### src/rtl/if_id_fetch_stage.sv
// Instruction-fetch stage: owns the PC, addresses instruction memory and
// registers the fetched word, its PC, link address and immediate pre-decode.
module if_id_fetch_stage #(
  parameter logic [31:0] PC_RESET = 32'h0000_3000,
  parameter int unsigned IM_WORDS = 1024
) (
  input  logic        clk,
  input  logic        reset,
  input  logic        stall,
  input  logic        flush,
  input  logic        redirect,
  input  logic [31:0] redirect_pc,
  output logic [31:0] im_addr,
  input  logic [31:0] im_rdata,
  output logic [31:0] id_instr,
  output logic [31:0] id_pc,
  output logic [31:0] id_pc8,
  output logic [15:0] id_imm16,
  output logic        id_extop,
  output logic        id_valid,
  output logic        id_adel
);

  // Range limits held at 33 bits so a memory ending at 2^32 still compares correctly.
  localparam logic [32:0] PC_LO = {1'b0, PC_RESET};
  localparam logic [32:0] PC_HI = {1'b0, PC_RESET} + 33'(4 * IM_WORDS);

  logic [31:0] pc_reg, pc_next;
  logic [31:0] instr_reg, instr_next;
  logic [31:0] id_pc_reg, id_pc_next;
  logic [31:0] id_pc8_reg, id_pc8_next;
  logic [15:0] imm16_reg, imm16_next;
  logic        extop_reg, extop_next;
  logic        valid_reg, valid_next;
  logic        adel_reg, adel_next;

  logic        fetch_err;
  logic [31:0] fetch_word;
  logic        fetch_extop;

  assign fetch_err = (pc_reg[1:0] != 2'b00)
                   | ({1'b0, pc_reg} < PC_LO)
                   | ({1'b0, pc_reg} >= PC_HI);

  assign fetch_word = fetch_err ? 32'h0 : im_rdata;

  // Opcodes whose 16-bit immediate is signed: arithmetic/compare, branches, loads/stores.
  always_comb begin
    fetch_extop = 1'b0;
    case (fetch_word[31:26])
      6'b001000, 6'b001001, 6'b001010, 6'b001011,
      6'b000100, 6'b000101, 6'b000110, 6'b000111, 6'b000001,
      6'b100000, 6'b100001, 6'b100011, 6'b100100, 6'b100101,
      6'b101000, 6'b101001, 6'b101011: fetch_extop = 1'b1;
      default:                         fetch_extop = 1'b0;
    endcase
  end

  always_comb begin
    pc_next = pc_reg;
    if (!stall) begin
      pc_next = redirect ? redirect_pc : pc_reg + 32'd4;
    end
  end

  always_comb begin
    instr_next  = instr_reg;
    id_pc_next  = id_pc_reg;
    id_pc8_next = id_pc8_reg;
    imm16_next  = imm16_reg;
    extop_next  = extop_reg;
    valid_next  = valid_reg;
    adel_next   = adel_reg;
    if (flush) begin
      instr_next  = 32'h0;
      id_pc_next  = pc_reg;
      id_pc8_next = pc_reg + 32'd8;
      imm16_next  = 16'h0;
      extop_next  = 1'b0;
      valid_next  = 1'b0;
      adel_next   = 1'b0;
    end else if (!stall) begin
      instr_next  = fetch_word;
      id_pc_next  = pc_reg;
      id_pc8_next = pc_reg + 32'd8;
      imm16_next  = fetch_word[15:0];
      extop_next  = fetch_extop;
      valid_next  = 1'b1;
      adel_next   = fetch_err;
    end
  end

  always_ff @(posedge clk or posedge reset) begin
    if (reset) begin
      pc_reg     <= PC_RESET;
      instr_reg  <= 32'h0;
      id_pc_reg  <= 32'h0;
      id_pc8_reg <= 32'h0;
      imm16_reg  <= 16'h0;
      extop_reg  <= 1'b0;
      valid_reg  <= 1'b0;
      adel_reg   <= 1'b0;
    end else begin
      pc_reg     <= pc_next;
      instr_reg  <= instr_next;
      id_pc_reg  <= id_pc_next;
      id_pc8_reg <= id_pc8_next;
      imm16_reg  <= imm16_next;
      extop_reg  <= extop_next;
      valid_reg  <= valid_next;
      adel_reg   <= adel_next;
    end
  end

  assign im_addr  = pc_reg;
  assign id_instr = instr_reg;
  assign id_pc    = id_pc_reg;
  assign id_pc8   = id_pc8_reg;
  assign id_imm16 = imm16_reg;
  assign id_extop = extop_reg;
  assign id_valid = valid_reg;
  assign id_adel  = adel_reg;

endmodule

### config.mk
export PLATFORM = sky130hd
export DESIGN_NAME = if_id_fetch_stage
export DESIGN_NICKNAME = d
export VERILOG_FILES = /design/src/rtl/if_id_fetch_stage.sv
export SDC_FILE = /design/constraint.sdc
export NUM_CORES = 1
export LEC_CHECK = 0
export ABC_AREA = 1
export CORE_UTILIZATION = 45
export DETAILED_ROUTE_END_ITERATION = 16
export GPL_TIMING_DRIVEN = 0
export PLACE_DENSITY = 0.78
export SYNTH_ARGS = -nofsm -noshare
export SYNTH_HDL_FRONTEND = slang
export SYNTH_SLANG_ARGS = --single-unit
### constraint.sdc
create_clock -name clk -period 9.3 [get_ports clk]
set_clock_uncertainty 0.1 [all_clocks]
set_input_delay 1.395 -clock clk [delete_from_list [all_inputs] [get_ports clk]]
set_output_delay 1.395 -clock clk [all_outputs]
set_load 0.05 [all_outputs]
==> metrics.txt <==
Slew Limit Fails 0; area of the multi-input gates 2970 µm²; Mapped Area 6730 µm²; Power Density 199 nW/µm²; Hold Startpoint id_pc[21]; # hold bufs at CTS 0; CTS tree built; status finished, final reports clean; final setup vio count 0; Worst Path Required 7810 ps; sequential power share 35.7%; Pre-antenna DRT Iters 6; Yosys reg bits 128; crit path DAT 1890 ps; via count 6722; Final Total Pwr 0.00193 W; Reg clk slew, reported paths 60 ps; post-CTS sizing 0; Net Sw Frac 36.5%; Worst Hold Class flip-flop to flip-flop; Die Area 15400 µm²; Tcrit/Tclk final 36.5%; YS warnings 0; Setup CP Type flip-flop to output port; Max Root-Sink Buffers 2; largest net degree at the start of global routing 79; clk sink count 128; Post-DP Area 9130 µm²; mux cell area share after synthesis 0%; max incr delay on CP 840 ps; Critical Path, Cell by Cell clkdlybuf4s50_1; adder-cell share of the synthesized area 0.558%; synthesized-area fraction occupied by xor and xnor cells 1.56%; P_sw 0.000704 W; port buffer count 214; Die Width 124 µm; Post-Route WL 23400 µm; DIE HEIGHT 124 µm; final worst path period need 3390 ps; combinational share of power 30.8%; Mapped Cells 840; number of remaining DRC errors 0; design area 9700 µm²; CP Launch Point im_addr[13]; Skew-Pair Late Insertion Delay 420 ps; vias in the first global route 6493; CTS buffer count 17; Worst Max-Slew Pin Slew 725 ps; Seq/Total Area, Yosys 47.6%; Tot GR Track Use 31.2%; slew margin rel. 51.7%; share of cells above drive strength 1 12.4%; Mapped Avg Cell Area 8.01 µm²; Post-Syn Nets 912; post-place setup slack 5870 ps; Setup TNS 0 ps; RSZ-0062 raised after global routing false; largest family of logic cells by synthesized area simple AND/OR/NAND/NOR gates; max cap viols 0; Area Overhead vs Synth 44.2%; clk root buf clkbuf_16; filler cell count 1203; post-CTS setup buffers 0; final hold slack 381 ps; Clk pwr share 33.5%; Post-DRT Antenna Nets 0; Setup WS post-layout 5910 ps; vias per inst 5.29; Reg area 3210 µm²; Site Rows 44; Max FO, Critical Path 7; worst path bufs/invs 1; worst vdd ir 0.000152 V; DR iter-0 viols 616; HPWL Detailed 17500 µm; Max Clk Rate 295 MHz; delay-heaviest family, CP buffers and inverters; Hold Fails Final Rpt 0; Final nets 1146; Compound-Gate Fraction of Synth Area 12.5%; post-synth cell types 40; I/O Pins 216; starting density of the core 46.1%; internal power 0.00122 W; core outline area 14600 µm²; LEAKAGE 4.35 nW; first-pass GRT wire length 36600 µm; Synth Area in Simple Gates 29.5%; antenna violations before repair 1; total gr overflow 0; slowest CP cell clkdlybuf4s50_1; H-tree levels 4; Routed WL per cell 18.4 µm; routability cong. 0.933; worst flop-to-flop path startpoint im_addr[13]; startpoint type of the worst setup path flip-flop; Worst Setup End Kind output port
-- area by class of cell --
cell class	instances	share of cell area (%)
antenna	1	0.0258
buffer	55	3.38
clock buffer	24	4.97
clock inverter	6	0.851
inverter	60	2.40
multi-input combinational	597	30.6
sequential	128	33.0
tap	184	2.37
timing repair buffer	215	22.4
-- placed cells by master (no fill, tap or decap), types with 6 or more instances in the layout --
cell             Yosys  layout
nand2_2             11      11
nor2_1              64      64
clkbuf_1            13      17
nand3_1             52      52
clkdlybuf4s50_1      0     214
o21ai_1             19      19
nand4_1              6       6
nor2_2               7       7
inv_1               50      49
nor3_1               7       7
xor2_1              12      12
buf_2               15      15
nand2_1            283     283
inv_2                8       8
clkbuf_16            0      17
buf_4               23      23
nor2_4               9       9
o21ai_0             48      48
o22ai_1              9       9
o211ai_1            18      18
o21ai_2             19      19
dfrtp_1            126     126
-- synth_stat cells, drive strengths merged --
cell type	number	area share, %
ha	3	0.56
nand3b	2	0.22
a31oi	2	0.19
xor2	12	1.6
a22oi	2	0.22
a21oi	5	0.37
clkbuf	14	0.80
nor3	8	0.67
buf	41	4.1
o31ai	3	0.33
dfrtp	126	47
o221ai	2	0.26
o21a	3	0.33
clkinv	1	0.056
nand3	53	4.0
o211ai	19	2.2
o32ai	2	0.26
dfstp	2	0.78
nor2	84	6.9
nand2	296	17
o21ai	86	7.5
o22ai	9	0.84
inv	59	3.3
nand4	6	0.56
-- worst paths after layout --
kind	depth (start not counted)	end	slack [ps]
max	1	im_addr[13]	5910
min	2	id_pc[21]	380
max reg2reg	8	id_pc8[24]	7160
min reg2reg	2	id_pc[21]	380
max in group asynchronous	3	id_pc[13]	7090
min in group asynchronous	2	id_instr[0]	1280
-- power by group through the flow --
stage	Combinational, W	Clock, W	Sequential, W
finish	0.000594	0.000646	0.000687
global placement	0.000584	0	0.000693
global route	0.000628	0.000672	0.000695
detailed placement	0.000589	0	0.000694
CTS	0.000594	0.000651	0.000686
floorplan	0.000163	0	0.000890
-- logic make-up (layout without fill, tap and decap cells) --
kind of cell	Yosys count	in the layout
other	0	1
AO/OA/AOI/OAI	133	133
XOR/XNOR	12	12
flip-flops	128	128
adder cells (fa/ha/maj)	3	3
buffers and inverters	115	360
AND/OR/NAND/NOR	449	449
-- through the flow --
stage,cells,utilization (%)
2_1_floorplan,840,-
3_3_place_gp,1238,62.4
3_5_place_dp,1239,62.6
4_1_cts,1269,66.5
5_1_grt,1269,66.5
6_report,1270,66.5
-- worst register-to-register path: stages, from the launching register on --
cell	delay [ps]
dfstp_2	630
nand2_2	140
nor2_1	230
nand2_1	110
nor2_2	210
nand2_1	100
xor2_1	360
nand2_1	120
nand2_1	80
-- layer usage --
layer	GRT usage [%]	share of wire, %	vias up
met5	0	0	-
met4	13.0	3.2	0
met3	7.73	8.5	49
met2	47.3	45	317
met1	42.7	43	3172
li1	-	-	3184
No activity file was read; power rests on OpenSTA's default activity.
